**src/rtl/ttt_pkg.sv**
```systemverilog
// Shared tic-tac-toe encodings: player codes, game states, board width, win-line masks.
// Latency: none (constants, types and a pure helper function only).
// Backpressure: not applicable.
package ttt_pkg;

    localparam int BOARD_W   = 9;
    localparam int NUM_LINES = 8;

    typedef enum logic [1:0] {
        PLAYER_A = 2'b01,
        PLAYER_B = 2'b10
    } player_e;

    typedef enum logic [2:0] {
        ST_INIT = 3'd0,
        ST_PLAY = 3'd1,
        ST_AWIN = 3'd2,
        ST_BWIN = 3'd3,
        ST_DRAW = 3'd4
    } state_e;

    // Square k is bit k, row-major, bit 0 top-left
    localparam logic [BOARD_W-1:0] WIN_LINES [NUM_LINES] = '{
        9'b000_000_111,   // row 0
        9'b000_111_000,   // row 1
        9'b111_000_000,   // row 2
        9'b001_001_001,   // column 0
        9'b010_010_010,   // column 1
        9'b100_100_100,   // column 2
        9'b100_010_001,   // main diagonal
        9'b001_010_100    // anti diagonal
    };

    // A board is full when every square is claimed by one of the players
    function automatic logic board_full(input logic [BOARD_W-1:0] a_half,
                                        input logic [BOARD_W-1:0] b_half);
        return (a_half | b_half) == {BOARD_W{1'b1}};
    endfunction

endpackage

```
**src/rtl/ttt_win_detect.sv**
```systemverilog
// Flags whether a single player's 9-square half covers any of the 8 win lines.
// Latency: purely combinational, zero cycles.
// Backpressure: none; output follows the input board continuously.
module ttt_win_detect
    import ttt_pkg::*;
(
    input  logic [BOARD_W-1:0] board,
    output logic               win
);

    logic line_hit;

    // OR together a full-match test against every win-line mask
    always_comb begin
        line_hit = 1'b0;
        for (int i = 0; i < NUM_LINES; i++) begin
            if ((board & WIN_LINES[i]) == WIN_LINES[i]) begin
                line_hit = 1'b1;
            end
        end
    end

    assign win = line_hit;

endmodule

```
**src/rtl/ttt_move_check.sv**
```systemverilog
// Checks a proposed board for a legal single move, derives the next game state, runs the turn timer.
// Latency: valid_move/next_state combinational (zero cycles); count registered, updates each clk edge.
// Backpressure: none; the commit logic gates next_state with valid_move and may ignore both freely.
module ttt_move_check
    import ttt_pkg::*;
#(
    parameter logic [3:0] INIT_TIME = 4'd10
) (
    input  logic        clk,
    input  logic        reset,
    input  logic [1:0]  turn,
    input  logic [2:0]  state,
    input  logic [17:0] curr_move,
    input  logic [17:0] next_move,
    output logic [3:0]  count,
    output logic        valid_move,
    output logic [2:0]  next_state
);

    // ------------------------------------------------------------------
    // Turn timer
    // ------------------------------------------------------------------
    logic [3:0] count_q, count_d;
    logic [1:0] turn_prev_q, turn_prev_d;

    // Reload on leaving PLAY or on a turn hand-over; otherwise count down to zero and hold
    always_comb begin
        count_d     = count_q;
        turn_prev_d = turn;
        if ((state != ST_PLAY) || (turn != turn_prev_q)) begin
            count_d = INIT_TIME;
        end else if (count_q != 4'd0) begin
            count_d = count_q - 4'd1;
        end
    end

    // Timer and previous-turn registers; reset reloads the timer immediately
    always_ff @(posedge clk or posedge reset) begin
        if (reset) begin
            count_q     <= INIT_TIME;
            turn_prev_q <= PLAYER_A;
        end else begin
            count_q     <= count_d;
            turn_prev_q <= turn_prev_d;
        end
    end

    assign count = count_q;

    // ------------------------------------------------------------------
    // Move legality
    // ------------------------------------------------------------------
    logic [BOARD_W-1:0] next_a, next_b;
    logic [17:0]        diff;
    logic               state_ok;
    logic               time_ok;
    logic               no_clear;
    logic               one_change;
    logic               in_own_half;
    logic               no_overlap;

    assign next_a = next_move[BOARD_W-1:0];
    assign next_b = next_move[2*BOARD_W-1:BOARD_W];
    assign diff   = curr_move ^ next_move;

    // Evaluate each legality condition separately, then AND them together
    always_comb begin
        state_ok    = (state == ST_INIT) || (state == ST_PLAY);
        time_ok     = (count_q != 4'd0);
        no_clear    = ((curr_move & ~next_move) == 18'd0);
        // Non-zero and a power of two: exactly one square changed
        one_change  = (diff != 18'd0) && ((diff & (diff - 18'd1)) == 18'd0);
        // The changed square must sit in the mover's half; illegal turn codes never qualify
        in_own_half = 1'b0;
        if (turn == PLAYER_A) begin
            in_own_half = (diff[2*BOARD_W-1:BOARD_W] == '0);
        end else if (turn == PLAYER_B) begin
            in_own_half = (diff[BOARD_W-1:0] == '0);
        end
        no_overlap  = ((next_a & next_b) == '0);
        valid_move  = state_ok && time_ok && no_clear && one_change &&
                      in_own_half && no_overlap;
    end

    // ------------------------------------------------------------------
    // Next game state
    // ------------------------------------------------------------------
    logic a_win, b_win;

    ttt_win_detect u_win_a (
        .board (next_a),
        .win   (a_win)
    );

    ttt_win_detect u_win_b (
        .board (next_b),
        .win   (b_win)
    );

    // Terminal states hold; otherwise A win beats B win beats full-board draw
    always_comb begin
        next_state = ST_PLAY;
        if ((state == ST_AWIN) || (state == ST_BWIN) || (state == ST_DRAW)) begin
            next_state = state;
        end else if (a_win) begin
            next_state = ST_AWIN;
        end else if (b_win) begin
            next_state = ST_BWIN;
        end else if (board_full(next_a, next_b)) begin
            next_state = ST_DRAW;
        end
    end

endmodule

```
**config.mk**
```make
export PLATFORM = sky130hd
export DESIGN_NAME = ttt_move_check
export DESIGN_NICKNAME = d
export VERILOG_FILES = /design/src/rtl/ttt_pkg.sv /design/src/rtl/ttt_win_detect.sv /design/src/rtl/ttt_move_check.sv
export SDC_FILE = /design/constraint.sdc
export NUM_CORES = 1
export LEC_CHECK = 0
export ABC_AREA = 1
export CORE_MARGIN = 5
export CORE_UTILIZATION = 48
export CTS_CLUSTER_DIAMETER = 100
export DETAILED_ROUTE_END_ITERATION = 8
export PLACE_DENSITY = 0.87
export SLEW_MARGIN = 30
export SYNTH_ARGS = -nofsm -noshare
export SYNTH_HDL_FRONTEND = slang
export SYNTH_SLANG_ARGS = --single-unit
```
**constraint.sdc**
```tcl
create_clock -name clk -period 5.4 [get_ports clk]
set_clock_uncertainty 0.05 [all_clocks]
set_input_delay 1.08 -clock clk [delete_from_list [all_inputs] [get_ports clk]]
set_output_delay 1.08 -clock clk [all_outputs]
set_load 0.01 [all_outputs]
```
== Word level (Yosys, flattened, before mapping) ==
Cells that the tools add are included.
Word-level totals
  register bits after elaboration: 6
  input port bits: 43
  output and inout bits: 8
  word-level logic and storage cells: 78
Operators by class
  muxes and demuxes: 24
  bitwise operators: 6
  reductions and logical operators: 19
  add/subtract/negate cells: 2
  eq/ne operators: 25
Operators by type and width (count)
  3-bit == test, second input constant: 17
  18-bit bitwise AND: 2
  18-bit logical NOT: 2
  9-bit logical NOT: 3
  1-bit 2-to-1 mux: 18
  18-bit NOT: 1
  18-bit nonzero test: 1
  18-bit by 1-bit subtractor with 18-bit output, second input constant: 1
  18-bit XOR: 1
  3-bit 2-to-1 mux: 4
  9-bit bitwise AND: 1
  9-bit == test, second input constant: 1
  9-bit bitwise OR: 1
  4-bit 2-to-1 mux: 2
  3-bit by 2-bit == test with 1-bit output, second input constant: 2
  1-bit logical AND: 6
  1-bit logical OR: 4
  4-bit nonzero test: 1
  4-bit by 1-bit subtractor with 4-bit output, second input constant: 1
  3-bit by 1-bit == test with 1-bit output, second input constant: 1
  3-bit logical NOT: 1
  3-bit by 1-bit inequality test with 1-bit output, second input constant: 1
  2-bit by 1-bit == test with 1-bit output, second input constant: 1
  2-bit == test, second input constant: 1
  other kinds (2): 2

== Depth between registers and ports, before layout ==
Gate-level depths: netlist of run 1.
  depth after elaboration: 12
  gate-level depth with buffers: 12
  mapped depth without buffers: 12

== Hierarchy ==
Synthesis of run 1 repeated with hierarchy kept, for this count alone.
Unflattened totals
  cells, all modules: 259
  area, all modules: 1388.8 sq um
Modules (own cells, without submodules)
  ttt_move_check: area an instance 1231.2 sq um, sequential area each 153.9 sq um, cells an instance 217, times used 1
  ttt_win_detect: area an instance 78.8 sq um, sequential area each 0.0 sq um, cells an instance 21, times used 2

== Worst setup path before layout of run 1 ==
Ideal clock, no wire load.
  path kind: in2out
  from: in next_move[6]
  to: out valid_move
  arrival time: 2231 ps
  data required time: 4270 ps
  path buffers: 0
  stages: 10
  setup slack: 2039 ps
  cells stage by stage: inv_1 > ha_1 > nand2_1 > nor2_1 > nand3_1 > o21bai_2 > nand2_1 > nor2_1 > nand3_1 > nor2_1
On the way
  longest elaborated chain between the ends: 8
  elaborated cells between the ends (all ways): 18
  those cells by class: add/sub: 1; mux: 2; bitwise: 5; reduce/logical: 10
Ends and longest elaborated chain
  start, declared: line ttt_move_check.sv:14  | input logic [17:0] next_move,
  18-bit XOR: line ttt_move_check.sv:64  | assign diff = curr_move ^ next_move;
  18-bit by 1-bit subtractor with 18-bit output: line ttt_move_check.sv:72  | one_change = (diff != 18'd0) && ((diff & (diff - 18'd1)) == 18'd0);
  18-bit bitwise AND: line ttt_move_check.sv:72
  18-bit logical NOT: line ttt_move_check.sv:72
  1-bit logical AND: line ttt_move_check.sv:72
  1-bit logical AND (2 in a row): line ttt_move_check.sv:81  | valid_move = state_ok && time_ok && no_clear && one_change &&
  1-bit logical AND (*): line ttt_move_check.sv:82  | in_own_half && no_overlap;
  end, declared: line ttt_move_check.sv:16  | output logic valid_move,
Every way passes the cells marked *; elsewhere a longest branch is shown, timed or not.

== Final worst setup path of run 1 ==
Ends and elaborated chain as after synthesis.

==> metrics.txt, run 1 <==
status complete, no violations; vias per inst 5.05; Seq/Total Area, Yosys 11.7%; P per Cell Area 121 nW/um2; DRC violations left 0; critical path class in -> out; Synth cell types 24; Pre-Repair DR Iteration Count 4; count of final setup violators 0; GRT Resource Usage Total 19.4%; Slew Viols, Final 0; Final Core Density 70.1%; chip width 62.4 um; design area 1880 um2; final worst-path setup slack 0.881 ns; CTS Buf Count 3; flop-to-flop setup slack 4.06 ns; crit path launch type input pin; switch share 38.5%; first-pass GRT wire length 6.47 mm; Initial Utilization 49.0%; final worst-path cycle share 83.7%; ant diodes 0; CTS sink count 6; die area 3890 um2; proportion of power drawn by combinational gates 58.2%; RSZ-0062 raised after global routing no; Int Power 140 uW; worst path required time 4.27 ns; Nets 354; worst path cell trace clkdlybuf4s50_1, inv_1, ha_1, nand2_1, nor2_1, nand3_1, o21bai_2, nand2_1, nor2_1, nand3_1, nor2_1, clkdlybuf4s50_1; Max-slew headroom 79.3%; CORE AREA 2690 um2; CTS tree built; largest fanout on the critical path 5; Final Hold Vio Count 0; routed len/inst 12.4 um; Sum Neg Setup Slack 0 ns; remaining antenna violation count after routing 0; syn nets 299; peak supply drop 0.101 mV; Worst Setup End Kind output pin; H-tree Lvls 1; CP max stage cell clkdlybuf4s50_1; final wirelength 3.98 mm; Top Family by Delay on Critical Path buffers and inverters; Initial DRC Count 85; CTS root buf clkbuf_4; non-filler instance count after layout 322; Post-DP Area 1860 um2; total grt overflow 0; Max Cap Viol 0; Final Critical Period 4.52 ns; highest clock rate 221 MHz; Ys Warns 0; layout cell share with drive strength beyond 1 4.12%; Cells after DPL 318; Reg clk slew, reported paths 0.05 ns; initial antenna violation count 0; largest net degree at the start of global routing 7; Port Buffers 50; setup bufs post-CTS 0; DP Wirelength 3.43 mm; Gates resized, CTS repair 0; clk buf depth 2; sequential power share 20.8%; Net Switching 87.2 uW; pre-CTS setup slack 0.903 ns; Critical Path Max Stage Delay 0.54 ns; Worst-Skew Late Latency 0.26 ns; most frequent CP cell nor2_1; synthesized area 1320 um2; total number of vias 1626; hold crit path type reg -> reg; Critical Path AT 3.39 ns; CP Buf/Inv Count 3; row count 19; global placer's final weighted congestion 0.998; Die Ht 62.4 um; number of global-route vias before repair 1515; clock power share 21.0%; cells after synthesis 237; # IOs 51; Area Overhead vs Synth 43.0%; # hold bufs at CTS 0; LEAKAGE 0.988 nW; syn avg cell area 5.55 um2; Worst Tran Pin Value 0.309 ns; FF+latch count, synth 6
-- path summary, 6_finish.rpt --
| path | start | to | cells after the start |
|---|---|---|---|
| worst min-delay path | count[3] | count[3] | 2 |
| worst max register to register | count[1] | count[0] | 5 |
| max in group asynchronous | reset | count[1] | 2 |
| min in group asynchronous | reset | turn_prev_q[1] | 2 |
| worst min register to register | count[3] | count[3] | 2 |
| worst max-delay path | next_move[6] | valid_move | 12 |
-- sequential cells by signal, summed over array words and instances (netlist names) --
name,count
count,4
turn_prev_q,2
-- cells by family after synthesis --
family,share of synthesized area (%)
fa+ha+maj,18.1
compound gates,12.0
xor+xnor,2.00
simple gates,44.3
buf+inv,12.0
flops,11.7
-- cells in the mapped netlist, drive strengths merged --
| cell | count | area (um2) |
|---|---|---|
| xor2 | 1 | 8.76 |
| nand2 | 81 | 309 |
| a21o | 1 | 7.51 |
| nor2 | 42 | 170 |
| nand4 | 3 | 18.8 |
| xnor2 | 2 | 17.5 |
| inv | 42 | 158 |
| o21ai | 3 | 15.0 |
| a21oi | 3 | 15.0 |
| dfstp | 3 | 78.8 |
| o211ai | 1 | 7.51 |
| o22ai | 10 | 62.6 |
| dfrtp | 3 | 75.1 |
| nor3 | 4 | 20.0 |
| o21bai | 4 | 33.8 |
| nand3 | 13 | 65.1 |
| o221ai | 1 | 8.76 |
| ha | 19 | 238 |
| a22oi | 1 | 7.51 |
-- power groups by stage --
stage / registers (mW) / clock network, mW / logic, mW
after floorplan: 0.0480 / 0 / 0.0737
after CTS: 0.0473 / 0.0479 / 0.131
after global routing: 0.0474 / 0.0505 / 0.147
final: 0.0473 / 0.0476 / 0.132
after global placement: 0.0479 / 0 / 0.130
after detailed placement: 0.0479 / 0 / 0.131
-- tightest hold or removal path, cell delays in order, from the launching register on --
cell	delay, ns
dfstp_2	0.38
nand2_1	0.06
nand3_1	0.07
-- area by class of cell --
type	count	area, um2
Sequential cell	6	154
Fill cell	241	805
Clock buffer	4	26.3
Multi-Input combinational cell	189	1000
Inverter	42	158
Timing Repair Buffer	50	500
Tap cell	31	38.8
-- through the flow --
stage	total power [mW]	hold slack, ns
after global routing	0.245	0.498
after detailed placement	0.179	0.463
final	0.227	0.468
after floorplan	0.122	0.459
after CTS	0.226	0.470
after global placement	0.178	0.462
-- metal layers --
metal / GRT usage (%) / wire (um)
met5: 0 / 0
met4: 5.57 / 95
met3: 3.24 / 213
met2: 33.9 / 1870
met1: 24.3 / 1800
-- cell usage in the layout (no fill, tap or decap), drive strengths merged, types with 2 or more instances in the layout --
cell type | Yosys | layout
o21bai | 4 | 4
inv | 42 | 42
dfrtp | 3 | 3
dfstp | 3 | 3
nand2 | 81 | 81
o22ai | 10 | 10
o21ai | 3 | 3
nand3 | 13 | 13
nor3 | 4 | 4
ha | 19 | 19
nor2 | 42 | 42
a21oi | 3 | 3
clkbuf | 0 | 4
nand4 | 3 | 3
clkdlybuf4s50 | 0 | 50
xnor2 | 2 | 2
Power figures use the tool's default switching activity.
==> run 2: changes to the inputs <==
- CORE_UTILIZATION: 48 -> 44
- PLACE_DENSITY: 0.87 -> 0.8
- clock period: 5.4 -> 4.53 ns (I/O delays scaled with it)
==> metrics.txt, run 2 (synthesis gave the netlist of run 1 again) <==
largest net degree at the start of global routing 7 (unchanged); Worst Tran Pin Value 0.326 ns (was 0.309 ns); most frequent cells in the layout 79 x nand2_1, 50 x clkdlybuf4s50_1, 42 x inv_1 (unchanged); final worst-path cycle share 92.9%; P per Cell Area 143 nW/um2 (was 121 nW/um2); Worst Setup End Kind output pin (unchanged); Max Cap Viol 0 (unchanged); design area 1880 um2 (unchanged); CTS tree built (unchanged); Sum Neg Setup Slack 0 ns (unchanged); # hold bufs at CTS 0 (unchanged); CORE AREA 2810 um2 (was 2690 um2); Top Family by Delay on Critical Path buffers and inverters (unchanged); largest fanout on the critical path 5 (unchanged); worst slack on hold paths 0.471 ns (was 0.468 ns); met3 WL 232 um (was 213 um); Critical Path AT 3.25 ns (was 3.39 ns); remaining antenna violation count after routing 0 (unchanged); most frequent CP cell nor2_1 (unchanged); Top Layer Used met4 (unchanged); Hold Crit Start count[3] (unchanged); die area 4190 um2 (was 3890 um2); total number of vias 1602 (was 1626); Initial DRC Count 93 (was 85); chip width 64.7 um (was 62.4 um); met1 wire length 1.83 mm (was 1.80 mm); final worst-path setup slack 0.320 ns (was 0.881 ns); final wirelength 4.05 mm (was 3.98 mm); Final Hold Vio Count 0 (unchanged); total grt overflow 0 (unchanged); highest clock rate 238 MHz; Post-DP Area 1860 um2 (unchanged); H-tree Lvls 1 (unchanged); CTS root buf clkbuf_4 (unchanged); max reg flops 4 (unchanged); Max-slew headroom 78.1% (was 79.3%); metal2 WL 1.96 mm (was 1.87 mm); ant diodes 0 (unchanged); Final Critical Period 4.21 ns; row count 19 (unchanged); Reg clk slew, reported paths 0.06 ns (was 0.05 ns); Critical Path Max Stage Delay 0.54 ns (about the same); clk buf depth 2 (unchanged); Port Buffers 50 (unchanged); GRT Resource Usage Total 19.4% (about the same); Nets 354 (unchanged); CP max stage cell clkdlybuf4s50_1 (unchanged); initial antenna violation count 0 (unchanged); pre-CTS setup slack 0.351 ns (was 0.903 ns); Worst-Skew Late Latency 0.25 ns (was 0.26 ns); vias per inst 4.98 (was 5.05); most common cell after layout, fill and taps aside nand2_1 (unchanged); Critical R2R Launch count[1] (unchanged); crit path launch type input pin (unchanged); critical path class in -> out (unchanged); Final Core Density 67.1% (was 70.1%); peak supply drop 0.0764 mV (was 0.101 mV); number of global-route vias before repair 1519 (was 1515); worst path cell trace clkdlybuf4s50_1, inv_1, ha_1, nand2_1, nor2_1, nand3_1, o21bai_2, nand2_1, nor2_1, nand3_1, nor2_1, clkdlybuf4s50_1 (unchanged); Die Ht 64.7 um (was 62.4 um); Pre-Repair DR Iteration Count 4 (unchanged); first-pass GRT wire length 6.57 mm (was 6.47 mm); CTS sink count 6 (unchanged); Slew Viols, Final 0 (unchanged); hold crit path type reg -> reg (unchanged); Fillers 255 (was 241); status complete, no violations (unchanged); # IOs 51 (unchanged); count of final setup violators 0 (unchanged); routed len/inst 12.6 um (was 12.4 um); DP Wirelength 3.54 mm (was 3.43 mm); worst path required time 3.57 ns (was 4.27 ns); LEAKAGE 0.988 nW (unchanged); RSZ-0062 raised after global routing no (unchanged); Gates resized, CTS repair 0 (unchanged); CTS Buf Count 3 (unchanged); setup bufs post-CTS 0 (unchanged); layout cell share with drive strength beyond 1 4.12% (unchanged); Initial Utilization 46.9% (was 49.0%); DRC violations left 0 (unchanged); CP Buf/Inv Count 3 (unchanged); global placer's final weighted congestion 0.967 (was 0.998); Worst setup startpoint next_move[6] (unchanged); Area Overhead vs Synth 43.0% (unchanged)
[run 2: cell counts in the layout (fill, tap and decap cells not counted)]
Identical to the previous run, type by type.
[run 2: cell type report]
type | instances | area [um2] | share of cell area (%)
well taps | 31 | 38.8 | 2.06
clock buffers | 4 | 26.3 | 1.40
multi-input cells | 189 | 1000 | 53.4
repair buffers | 50 | 500 | 26.6
inverters | 42 | 158 | 8.38
flip-flops and latches | 6 | 154 | 8.18
[run 2: per-stage QoR]
stage,instances,total power [mW]
2_1_floorplan,237,0.145
3_3_place_gp,318,0.213
3_5_place_dp,318,0.213
4_1_cts,322,0.268
5_1_grt,322,0.291
6_report,322,0.269
[run 2: layer usage]
metal / track usage [%] / vias to the layer above
li1: - / 861
met4: 1.58 / 0
met5: 0 / -
met3: 3.45 / 4
met1: 24.9 / 687
met2: 35.1 / 50
[run 2: worst paths after layout]
check	to	slack, ns	depth (start not counted)
max in group asynchronous	turn_prev_q[0]	3.36	2
min in group asynchronous	count[0]	0.80	2
max	valid_move	0.32	12
max reg2reg	count[0]	3.19	5
min reg2reg	count[3]	0.47	2
min	count[3]	0.47	2
[run 2: worst register-to-register path, stage by stage, from the launching register on]
cell,delay (ns)
dfstp_2,0.55
inv_1,0.05
ha_1,0.20
nand3_1,0.18
xor2_1,0.16
nor2_1,0.06
[run 2: where the power goes]
group | switching, mW | internal (mW) | leakage [nW]
logic | 0.0800 | 0.0771 | 0.902
clock network | 0.0214 | 0.0335 | 0.0150
registers | 0.000742 | 0.0557 | 0.0710
total | 0.102 | 0.166 | 0.988
==> run 3: changes to the inputs <==
- CAP_MARGIN: not set -> 10
- CTS_BUF_LIST: not set -> sky130_fd_sc_hd__clkbuf_16
==> metrics.txt, run 3 (synthesis gave the netlist of run 1 again) <==
status complete, no violations (unchanged); GRT Resource Usage Total 20.2% (was 19.4%); remaining antenna violation count after routing 0 (unchanged); ant diodes 0 (unchanged); P per Cell Area 188 nW/um2 (was 143 nW/um2); H-tree Lvls 1 (unchanged); non-filler instance count after layout 322 (unchanged); final wirelength 4.16 mm (was 4.05 mm); critical path class in -> out (unchanged); end point of the critical path valid_move (unchanged); Post-DP Area 1860 um2 (unchanged); clk buf depth 2 (unchanged); Worst-Skew Late Latency 0.23 ns (was 0.25 ns); layout cell share with drive strength beyond 1 4.12% (unchanged); Pre-Repair DR Iteration Count 4 (unchanged); DP Wirelength 3.54 mm (unchanged); Final Critical Period 4.21 ns (about the same); Sum Neg Setup Slack 0 ns (unchanged); CTS Buf Count 3 (unchanged); worst slack on hold paths 0.464 ns (was 0.471 ns); CTS tree built (unchanged); # IOs 51 (unchanged); most frequent cells in the layout 79 x nand2_1, 50 x clkdlybuf4s50_1, 43 x inv_1 (was 79 x nand2_1, 50 x clkdlybuf4s50_1, 42 x inv_1); vias per inst 5.00 (was 4.98); Worst Setup End Kind output pin (unchanged); flop-to-flop setup slack 3.13 ns (was 3.19 ns); worst path cell trace clkdlybuf4s50_1, inv_1, ha_1, nand2_1, nor2_1, nand3_1, o21bai_2, nand2_1, nor2_1, nand3_1, nor2_1, clkdlybuf4s50_1 (unchanged); Critical R2R Launch count[1] (unchanged); Top Family by Delay on Critical Path buffers and inverters (unchanged); worst path required time 3.57 ns (about the same); chip width 64.7 um (unchanged); Max-slew headroom 78.0% (was 78.1%); Die Ht 64.7 um (unchanged); largest net degree at the start of global routing 7 (unchanged); count of final setup violators 0 (unchanged); RSZ-0062 raised after global routing no (unchanged); final worst-path cycle share 93.0% (was 92.9%); die area 4190 um2 (unchanged); number of global-route vias before repair 1556 (was 1519); total grt overflow 0 (unchanged); Critical Path Max Stage Delay 0.54 ns (about the same); Pwr Total 363 uW (was 269 uW); CTS sink count 6 (unchanged); FF-to-FF path depth 5 (unchanged); most frequent CP cell nor2_1 (unchanged); Gates resized, CTS repair 0 (unchanged); LEAKAGE 1.02 nW (was 0.988 nW); max reg flops 4 (unchanged); Nets 354 (unchanged); total number of vias 1609 (was 1602); initial antenna violation count 0 (unchanged); final worst-path setup slack 0.317 ns (was 0.320 ns); CP Buf/Inv Count 3 (unchanged); Fillers 250 (was 255); Worst setup startpoint next_move[6] (unchanged); Port Buffers 50 (unchanged); first-pass GRT wire length 6.76 mm (was 6.57 mm); r2r endpoint count[0] (unchanged); Area Overhead vs Synth 47.0% (was 43.0%); pre-CTS setup slack 0.351 ns (unchanged); design area 1930 um2 (was 1880 um2); Worst Tran Pin Value 0.327 ns (was 0.326 ns); Final Core Density 69.0% (was 67.1%); most common cell after layout, fill and taps aside nand2_1 (unchanged); Reg clk slew, reported paths 0.04 ns (was 0.06 ns); CORE AREA 2810 um2 (unchanged); Critical Path Stages 12 (unchanged); largest fanout on the critical path 5 (unchanged); Initial Utilization 46.9% (unchanged); DRC violations left 0 (unchanged); Max Cap Viol 0 (unchanged); highest clock rate 237 MHz (was 238 MHz); routed len/inst 12.9 um (was 12.6 um); Slew Viols, Final 0 (unchanged); hold crit path type reg -> reg (unchanged); Initial DRC Count 109 (was 93); CP max stage cell clkdlybuf4s50_1 (unchanged); CTS root buf clkbuf_16 (was clkbuf_4); row count 19 (unchanged); Cells after DPL 318 (unchanged); crit path launch type input pin (unchanged); # hold bufs at CTS 0 (unchanged); Critical Path AT 3.26 ns (was 3.25 ns); Final Hold Vio Count 0 (unchanged); peak supply drop 0.123 mV (was 0.0764 mV); global placer's final weighted congestion 0.967 (unchanged); setup bufs post-CTS 0 (unchanged)
[run 3: cell count changes in the layout (fill, tap and decap cells not counted)]
cell	previous run	this run
inv_1	42	43
clkbuf_4	3	0
clkbuf_16	0	3
clkbuf_1	1	0
[run 3: final cells by class]
type	instances	area (um2)	share of cell area, %
inverter	42	158	8.15
clock inverter	1	3.75	0.194
tap	31	38.8	2.01
clock buffer	3	75.1	3.88
sequential	6	154	7.96
timing repair buffer	50	500	25.9
multi-input combinational	189	1000	51.9
[run 3: worst min-delay path by stage]
| stage | start | to | cells after the start |
|---|---|---|---|
| 2_1_floorplan | count[3] | count[3] | 2 |
| 3_3_place_gp | count[3] | count[3] | 2 |
| 5_1_grt | count[3] | count[3] | 2 |
| 3_5_place_dp | count[3] | count[3] | 2 |
| 4_1_cts | count[3] | count[3] | 2 |
| 6_report | count[3] | count[3] | 2 |
[run 3: power by group]
part	total [mW]	internal, mW	switching, mW
combinational	0.158	0.0772	0.0806
sequential	0.0566	0.0558	0.000752
clock	0.149	0.115	0.0343
[run 3: layer usage]
layer	share of wire, %	wire length, um	GRT usage [%]
met1	45	1860	25.3
met2	49	2020	36.3
met3	6.0	250	3.97
met4	0.70	29	3.17
met5	0	0	0
[run 3: tightest hold or removal path, stage by stage, from the launching register on]
cell and delay, ns:
dfstp_2 0.37, nand2_1 0.06, nand3_1 0.07
